--- config.mk ---
export PLATFORM = sky130hd
export DESIGN_NAME = ans_display_fmt
export DESIGN_NICKNAME = d
export VERILOG_FILES = /design/src/rtl/calc_pkg.sv /design/src/rtl/bin2bcd_serial.sv /design/src/rtl/ans_display_fmt.sv
export SDC_FILE = /design/constraint.sdc
export NUM_CORES = 1
export LEC_CHECK = 0
export CAP_MARGIN = 20
export CORE_ASPECT_RATIO = 0.6
export CORE_MARGIN = 5
export CORE_UTILIZATION = 44
export DETAILED_ROUTE_END_ITERATION = 12
export GPL_TIMING_DRIVEN = 0
export HOLD_SLACK_MARGIN = 0.08
export PLACE_DENSITY = 0.65
export SYNTH_ARGS = -nofsm -noshare
export SYNTH_HDL_FRONTEND = slang
export SYNTH_SLANG_ARGS = --single-unit
--- constraint.sdc ---
create_clock -name clk -period 3.1 [get_ports clk]
set_input_delay 0.62 -clock clk [delete_from_list [all_inputs] [get_ports clk]]
set_output_delay 0.62 -clock clk [all_outputs]
set_load 0.05 [all_outputs]
--- src/rtl/calc_pkg.sv ---
// Shared calculator definitions: result-bus sentinels, display digit codes and formatter types.
package calc_pkg;

  localparam int unsigned DIGITS = 6;
  localparam int unsigned MAG_W  = 20;
  localparam int unsigned CODE_W = 5;
  localparam int unsigned BCD_W  = DIGITS * 4;
  localparam int unsigned DISP_W = DIGITS * CODE_W;

  localparam logic [31:0]        ANS_NULL = 32'h00CC_0000;
  localparam logic [31:0]        ANS_ERR  = 32'h00EE_0000;
  localparam logic signed [31:0] ANS_MIN  = -32'sd99999;
  localparam logic signed [31:0] ANS_MAX  = 32'sd999999;

  localparam logic [CODE_W-1:0] DIG_BLANK = 5'd16;
  localparam logic [CODE_W-1:0] DIG_MINUS = 5'd17;
  localparam logic [CODE_W-1:0] DIG_E     = 5'd18;
  localparam logic [CODE_W-1:0] DIG_R     = 5'd19;
  localparam logic [CODE_W-1:0] DIG_N     = 5'd20;
  localparam logic [CODE_W-1:0] DIG_U     = 5'd21;
  localparam logic [CODE_W-1:0] DIG_L     = 5'd22;

  // Leftmost digit first in the concatenation
  localparam logic [DISP_W-1:0] PAT_NULL = {DIG_BLANK, DIG_BLANK, DIG_N, DIG_U, DIG_L, DIG_L};
  localparam logic [DISP_W-1:0] PAT_ERR  = {DIG_BLANK, DIG_BLANK, DIG_BLANK, DIG_E, DIG_R, DIG_R};

  typedef enum logic [1:0] {
    S_IDLE    = 2'd0,
    S_LOAD    = 2'd1,
    S_CONVERT = 2'd2,
    S_FORMAT  = 2'd3
  } state_t;

  typedef enum logic [1:0] {
    CLS_NULL = 2'd0,
    CLS_ERR  = 2'd1,
    CLS_NUM  = 2'd2
  } cls_t;

endpackage

--- src/rtl/bin2bcd_serial.sv ---
// Iterative double-dabble core: load a magnitude, then one add-3/shift step per cycle.
module bin2bcd_serial
  import calc_pkg::*;
(
  input  logic             clk,
  input  logic             rst,
  input  logic             load,
  input  logic             step,
  input  logic [MAG_W-1:0] bin,
  output logic [BCD_W-1:0] bcd,
  output logic             last_c
);

  logic [MAG_W-1:0] shreg;
  logic [4:0]       cnt;
  logic [BCD_W-1:0] adj_c;

  // Add 3 to every nibble that would overflow past 9 after the shift
  always_comb begin
    adj_c = bcd;
    for (int i = 0; i < int'(DIGITS); i++) begin
      if (bcd[4*i +: 4] >= 4'd5) adj_c[4*i +: 4] = bcd[4*i +: 4] + 4'd3;
    end
  end

  assign last_c = (cnt == 5'd19);

  always_ff @(posedge clk) begin
    if (rst) begin
      bcd   <= '0;
      shreg <= '0;
      cnt   <= '0;
    end else if (load) begin
      bcd   <= '0;
      shreg <= bin;
      cnt   <= '0;
    end else if (step) begin
      bcd   <= {adj_c[BCD_W-2:0], shreg[MAG_W-1]};
      shreg <= {shreg[MAG_W-2:0], 1'b0};
      cnt   <= cnt + 5'd1;
    end
  end

endmodule

--- src/rtl/ans_display_fmt.sv ---
// Converts the calculator ans word into six 7-segment digit codes.
// Define ZERO_BLANK_EN to blank leading zeros and float the minus sign.
module ans_display_fmt
  import calc_pkg::*;
(
  input  logic              clk,
  input  logic              rst,
  input  logic              start,
  input  logic [31:0]       ans,
  output logic              busy,
  output logic              done,
  output logic [DISP_W-1:0] digits
);

  state_t            state, state_n;
  logic              busy_n, done_n, load_c, step_c, last_c;
  logic [31:0]       ans_q;
  cls_t              cls_q, cls_c;
  logic              neg_q;
  logic [MAG_W-1:0]  mag_c;
  logic [BCD_W-1:0]  bcd;
  logic [DISP_W-1:0] fmt_c;

  always_comb begin
    cls_c = CLS_ERR;
    mag_c = '0;
    if (ans_q == ANS_NULL) begin
      cls_c = CLS_NULL;
    end else if (ans_q == ANS_ERR) begin
      cls_c = CLS_ERR;
    end else if (($signed(ans_q) >= ANS_MIN) && ($signed(ans_q) <= ANS_MAX)) begin
      cls_c = CLS_NUM;
      mag_c = ans_q[31] ? MAG_W'(-ans_q) : MAG_W'(ans_q);
    end
  end

  bin2bcd_serial u_bcd (
    .clk    (clk),
    .rst    (rst),
    .load   (load_c),
    .step   (step_c),
    .bin    (mag_c),
    .bcd    (bcd),
    .last_c (last_c)
  );

  always_comb begin
    state_n = state;
    busy_n  = busy;
    done_n  = 1'b0;
    load_c  = 1'b0;
    step_c  = 1'b0;
    case (state)
      S_IDLE: begin
        if (start) begin
          state_n = S_LOAD;
          busy_n  = 1'b1;
        end
      end
      S_LOAD: begin
        load_c  = 1'b1;
        state_n = S_CONVERT;
      end
      S_CONVERT: begin
        step_c = 1'b1;
        if (last_c) state_n = S_FORMAT;
      end
      S_FORMAT: begin
        done_n  = 1'b1;
        busy_n  = 1'b0;
        state_n = S_IDLE;
      end
      default: state_n = S_IDLE;
    endcase
  end

`ifdef ZERO_BLANK_EN
  int msd;
`endif

  // Sign placement and zero handling on the finished BCD value
  always_comb begin
    fmt_c = PAT_ERR;
`ifdef ZERO_BLANK_EN
    msd = 0;
`endif
    case (cls_q)
      CLS_NULL: fmt_c = PAT_NULL;
      CLS_NUM: begin
        for (int i = 0; i < int'(DIGITS); i++) begin
          fmt_c[CODE_W*i +: CODE_W] = {1'b0, bcd[4*i +: 4]};
        end
`ifdef ZERO_BLANK_EN
        for (int i = 1; i < int'(DIGITS); i++) begin
          if (bcd[4*i +: 4] != 4'd0) msd = i;
        end
        for (int i = 1; i < int'(DIGITS); i++) begin
          if (i > msd) fmt_c[CODE_W*i +: CODE_W] = DIG_BLANK;
          if (neg_q && (i == msd + 1)) fmt_c[CODE_W*i +: CODE_W] = DIG_MINUS;
        end
`else
        if (neg_q) fmt_c[CODE_W*(DIGITS-1) +: CODE_W] = DIG_MINUS;
`endif
      end
      default: fmt_c = PAT_ERR;
    endcase
  end

  always_ff @(posedge clk) begin
    if (rst) begin
      state  <= S_IDLE;
      busy   <= 1'b0;
      done   <= 1'b0;
      digits <= PAT_NULL;
      ans_q  <= '0;
      cls_q  <= CLS_NULL;
      neg_q  <= 1'b0;
    end else begin
      state <= state_n;
      busy  <= busy_n;
      done  <= done_n;
      if ((state == S_IDLE) && start) ans_q <= ans;
      if (load_c) begin
        cls_q <= cls_c;
        neg_q <= (cls_c == CLS_NUM) && ans_q[31];
      end
      if (state == S_FORMAT) digits <= fmt_c;
    end
  end

endmodule

Word-level counts from Yosys, hierarchy flattened
Cells that the tools add are included.
Word-level totals
  memories kept: 0
  bits of input ports: 35
  latch bits: 0
  logic and storage cells: 71
  RAM bits: 0
  output and inout port bits: 32
  ROM bits: 0
  register bits after elaboration: 118
Operators by class
  $lt $le $gt $ge: 8
  reduce and logical (&&, ||, !) cells: 10
  shift operators: 0
  equal/unequal tests: 10
  div/mod/pow operators: 0
  multiply operators: 0
  bitwise operators: 0
  add/sub/neg operators: 8
  muxes and demuxes: 25
Operator list (number)
  two-way mux 20 bit: 6
  == test 32 x 24 -> 1 bit (second input constant): 2
  one-hot mux 30 bit (2 select lines): 1
  greater-or-equal comparator 32 x 18 -> 1 bit (second input constant): 1
  less-or-equal comparator 32 x 21 -> 1 bit (second input constant): 1
  greater-or-equal comparator 4 x 3 -> 1 bit (second input constant): 6
  adder 4 x 2 -> 4 bit (second input constant): 5
  two-way mux 4 bit: 5
  negation 20 bit: 1
  two-way mux 2 bit: 5
  == test 2 bit (second input constant): 4
  one-hot mux 2 bit (4 select lines): 1
  adder 5 x 1 -> 5 bit (second input constant): 1
  == test 5 bit (second input constant): 1
  two-way mux 5 bit: 1
  logical NOT 2 bit: 2
  two-way mux 1 bit: 4
  != test 2 bit (second input constant): 2
  AND reduction 2 bit: 2
  nonzero test 2 bit: 2
  adder 3 x 2 -> 3 bit (second input constant): 1
  logical AND 1 bit: 3
  two-way mux 3 bit: 1
  == test 2 x 1 -> 1 bit (second input constant): 1
  other kinds (2): 2

Logic depth before layout (Yosys ltp)
Gate-level depths: netlist of run 1.
  depth in word-level cells: 7
  depth in mapped cells: 9
  gate-level depth less buffers: 8

Modules after synthesis
A second synthesis of run 1 with hierarchy kept.
Second synthesis, totals
  cell total of the unflattened synthesis: 716
  area total of the unflattened synthesis: 5988.2 um^2
By module, submodules not included
  ans_display_fmt: cells an instance 405, area each 3234.4 um^2, sequential area each 1301.2 um^2, instances 1
  bin2bcd_serial: cells an instance 311, area each 2753.9 um^2, sequential area each 980.9 um^2, instances 1

Worst setup path after synthesis of run 1
Ideal clock, no wire load.
  path type: reg2reg
  start: reg ans_q[15]
  end: reg neg_q
  arrival: 2.122 ns
  cell stages (with the launch flop): 8
  setup time: 0.117 ns
  path buffers: 2
  slack: 0.861 ns
  data required time: 2.983 ns
  clock period less this slack: 2.239 ns
  cells stage by stage: dfxtp_1 -> clkbuf_2 -> or4_4 -> or3_4 -> o41ai_4 -> a211oi_2 -> buf_6 -> a32o_1
On the way
  word-level cells in the longest chain between the ends: 7
  elaborated cells between the ends (all ways): 10
  those cells by class: order compare: 2; eq/ne: 3; mux: 3; reduce/logical: 2
RTL lines
  start: declaration: line ans_display_fmt.sv:17  | logic [31:0] ans_q;
  start signal: assignment: line ans_display_fmt.sv:122  | if ((state == S_IDLE) && start) ans_q <= ans;
  greater-or-equal comparator 32 x 18 -> 1 bit or less-or-equal comparator 32 x 21 -> 1 bit (tied branches): line ans_display_fmt.sv:31  | end else if (($signed(ans_q) >= ANS_MIN) && ($signed(ans_q) <= ANS_MAX)) begin
  logical AND 1 bit: line ans_display_fmt.sv:31
  two-way mux 2 bit: line ans_display_fmt.sv:31
  two-way mux 2 bit: line ans_display_fmt.sv:29  | end else if (ans_q == ANS_ERR) begin
  two-way mux 2 bit (*): line ans_display_fmt.sv:27  | if (ans_q == ANS_NULL) begin
  == test 2 bit (*): line ans_display_fmt.sv:125  | neg_q <= (cls_c == CLS_NUM) && ans_q[31];
  logical AND 1 bit (*): line ans_display_fmt.sv:125
  end signal: assignment: line ans_display_fmt.sv:125
  end: declaration: line ans_display_fmt.sv:19  | logic neg_q;
Every way passes the cells marked *; elsewhere a longest branch is shown, timed or not.
A chain may end at the register's enable or synchronous reset.

Worst setup path in the final report of run 1
  start: reg ans_q[1]
  end: reg u_bcd.shreg[14]
On the way
  word-level cells in the longest chain between the ends: 6
  elaborated cells between the ends (all ways): 11
  those cells by class: add/sub: 1; order compare: 2; eq/ne: 2; mux: 5; reduce/logical: 1
RTL lines
  greater-or-equal comparator 32 x 18 -> 1 bit (tied with other cells): line ans_display_fmt.sv:31
  logical AND 1 bit or two-way mux 20 bit (tied branches): line ans_display_fmt.sv:31, ans_display_fmt.sv:33
  two-way mux 20 bit: line ans_display_fmt.sv:31
  two-way mux 20 bit: line ans_display_fmt.sv:29
  two-way mux 20 bit (*): line ans_display_fmt.sv:27
  two-way mux 20 bit (*): line bin2bcd_serial.sv:33  | end else if (load) begin
  end signal: assignment: line bin2bcd_serial.sv:35  | shreg <= bin;
  end signal: assignment: line bin2bcd_serial.sv:39  | shreg <= {shreg[MAG_W-2:0], 1'b0};
  end: declaration: line bin2bcd_serial.sv:14  | logic [MAG_W-1:0] shreg;
Marked as above.

==> results of run 1 <==
## worst paths after layout
check	startpoint	end	slack [ns]
min reg2reg	digits[21]	digits[21]	0.46
max	ans_q[1]	u_bcd.shreg[14]	0.37
min	digits[21]	digits[21]	0.46
max reg2reg	ans_q[1]	u_bcd.shreg[14]	0.37
## report_power, final
group          switching, mW  internal (mW)
Clock                  0.703           1.32
Sequential             0.148           1.65
Combinational           1.24          0.627
## routing by layer
layer  vias up  track usage (%)  wire length [um]
met5         -                0                 0
met4         0             5.73               204
met3        24             6.90              1490
met2       217             29.1              6140
met1      2437             31.9              7860
li1       2551                -                 -
## state kept, by name, summed over array words and instances, names as in the netlist
register and count:
done 1, u_bcd.bcd 24, neg_q 1, state 2
u_bcd.cnt 5, cls_q 2, ans_q 32, u_bcd.shreg 20
busy 1, digits 26
## metrics by stage
| stage | std cells | hold WS (ns) | setup slack [ns] | cell area [um2] | util [%] |
|---|---|---|---|---|---|
| final | 959 | 0.462 | 0.372 | 6970 | 57.4 |
| after global routing | 959 | 0.484 | 0.202 | 6970 | 57.4 |
| after CTS | 959 | 0.462 | 0.397 | 6970 | 57.4 |
| after detailed placement | 927 | 0.454 | 0.443 | 6360 | 52.4 |
| after global placement | 927 | 0.441 | 0.587 | 6360 | 52.4 |
| after floorplan | 696 | 0.445 | 0.861 | 5500 | - |
## worst register-to-register path: stages, from the launching register on
cell	delay [ns]
dfxtp_1	0.36
inv_1	0.12
ha_1	0.22
nor4b_1	0.55
nand3_1	0.32
o41ai_1	0.40
xor2_1	0.14
or3b_1	0.37
a21oi_1	0.16
## cell families (layout without fill, tap and decap cells)
family          Yosys count  count (layout)  share of synthesized area, %
compound gates          177             177                          18.6
xor+xnor                 32              32                          5.10
fa+ha+maj                20              20                          4.55
buf+inv                  81             179                          6.15
flops                   114             114                          41.5
mux                      12              12                          2.19
simple gates            260             260                          21.9
## cell type report
| type | instances | area (um2) | share of cell area, % |
|---|---|---|---|
| buffer | 53 | 233 | 3.34 |
| multi-input combinational | 501 | 2880 | 41.3 |
| clock buffer | 22 | 474 | 6.81 |
| clock inverter | 10 | 131 | 1.89 |
| sequential | 114 | 2280 | 32.8 |
| timing repair buffer | 66 | 661 | 9.48 |
| inverter | 28 | 105 | 1.51 |
| tap | 165 | 206 | 2.96 |
## cell usage after synthesis (2+ instances only)
library cell,instances
buf_1,10
nand2_1,106
or4_4,2
dfxtp_1,114
mux2i_1,12
buf_2,2
o31ai_1,8
a2bb2oi_1,3
a31o_2,2
o2111ai_1,3
buf_6,2
a21oi_1,98
a31oi_1,5
o21ai_0,41
inv_1,28
o41ai_1,2
or3b_1,2
nand2b_1,14
nand4_1,9
nor4_1,4
buf_4,4
nor3_1,17
nor2_1,57
nand3_1,26
xor2_1,10
xnor2_1,22
o211ai_1,5
ha_1,20
nor2b_1,14
clkbuf_1,34
nor4b_1,2
## cells in the final DEF, fill, tap and decap left out, drive strengths merged, types with 3 or more instances in the layout
cell / count
clkdlybuf4s50: 66
inv: 28
mux2i: 12
dfxtp: 114
nor2b: 14
nand3: 26
nor4: 5
a2bb2oi: 3
a21oi: 98
nor2: 57
ha: 20
a31oi: 5
nand4: 9
nand2: 106
xor2: 10
o41ai: 3
clkbuf: 57
nand2b: 14
o21ai: 41
o31ai: 8
buf: 18
o211ai: 5
o2111ai: 3
bufinv: 3
xnor2: 22
nor3: 17
clkinv: 6
==> metrics, run 1 <==
critical path capture point type register; clk sinks around 110; share of cells above drive strength 1 6.17%; row count 31; Yosys reg bits 114; count of cell types in the netlist 49; CTS tree done; Top Family by Delay on Critical Path simple AND/OR/NAND/NOR gates; hold_buf cts 0; core box area 12100 um2; final setup violation count 0; nets between 800 and 900; die area 14900 um2; CTS clk-pin slew, worst paths 0.05 ns; Mapped Area 5500 um2; Max Cap Viol 0; Crit path arrival time 3.06 ns; skew final 0.00995 ns; worst endpoint required time 3.44 ns; Setup TNS 0 ns; Tot Pwr 5.69 mW; boundary pin count 67; cts repair resizes 0; Max-slew headroom 51.6%; Pre-antenna DRT Iters 5; final max-slew violation count 0; die height 96.6 um; initial antenna violation count 0; PwrDens 817 nW/um2; area growth from synthesis to layout 26.8%; Total GRT Usage 21.4%; PortBufs 66; post-synth top area share 41.5%; final-report hold violation count 0; clk_lat worst skew between 0.4 and 0.5 ns; Syn Area/Cell 7.90 um2; vias in the first global route 4734; Post-CTS Setup Inserts 0; WHS Path Cells 2; Synth Net Count roughly 750; Startpoint Class register; status finished, final reports clean; Worst path slowest cell nor4b_1; setup repair after global routing missed its margin no; H-Tree Depth 4; Cell Chain, Critical Path inv_1 > ha_1 > nor4b_1 > nand3_1 > o41ai_1 > xor2_1 > or3b_1 > a21oi_1; worst hold path class register to register; Placer Congestion 0.963; CTS Buf Count 17; worst-margin pin slew 0.726 ns; Stages on worst setup path 8; Max stage delay on crit path 0.55 ns; final period utilization between 80 and 90%; asr flop ratio synth 0%; Syn. warnings 0; LEAKAGE 2.45 nW; clk root buf clkbuf_16; Max VDD drop 0.484 mV; CP Max Fanout 5; number of fill cells 1069; routed wire length 15.7 mm; CP Class register to register; post-route ant nets 0; register area share after synthesis 41.5%; largest net degree at the start of global routing 17; drt drc 0; fmax 367 MHz; DP HPWL 11.5 mm; Primary FF master, synth dfxtp_1; antenna cell count 0; area leader, netlist dfxtp_1; first-pass GRT wire length around 25 mm; Reg2Reg Depth 8; mean routed wirelength per cell 16.4 um; Post-synth EDFFs 0; Initial Utilization 45.3%; Die Wd 154 um; routed vias 5229; Buf/Inv on CP 1; largest cells by area after synthesis dfxtp_1, a21oi_1, nand2_1; Overflow after GRT 0; Max Root-Sink Buffers 2; DR vias/cell ~5.5; 1st-iter DRT viols between 400 and 500; Final Critical Period 2.73 ns; Mapped Cells 696
(Power assumes the default switching activity.)
==> inputs of run 2 (changes only) <==
--- a/config.mk
+++ b/config.mk
@@ -9,6 +9,7 @@
 export CORE_ASPECT_RATIO = 0.6
 export CORE_MARGIN = 5
 export CORE_UTILIZATION = 44
+export CTS_CLUSTER_DIAMETER = 150
 export DETAILED_ROUTE_END_ITERATION = 12
 export GPL_TIMING_DRIVEN = 0
 export HOLD_SLACK_MARGIN = 0.08
==> results of run 2 <==
Final layout, timing and power as in run 1 (identical DEF).
==> inputs of run 3 (changes only) <==
==> constraint.sdc (replaced) <==
create_clock -name clk -period 3 [get_ports clk]
set_input_delay 0.6 -clock clk [delete_from_list [all_inputs] [get_ports clk]]
set_output_delay 0.6 -clock clk [all_outputs]
set_load 0.05 [all_outputs]
==> results of run 3 <==
The final DEF is identical to that of run 1. Status: finished, final reports clean.
Main changes from that run: setup slack after placement 0.443 ns -> 0.343 ns; setup slack after layout 0.372 ns -> 0.272 ns; register-to-register setup slack 0.37 ns -> 0.27 ns; total power 5.69 mW -> 5.88 mW; worst IR drop on VDD 0.484 mV -> 0.500 mV
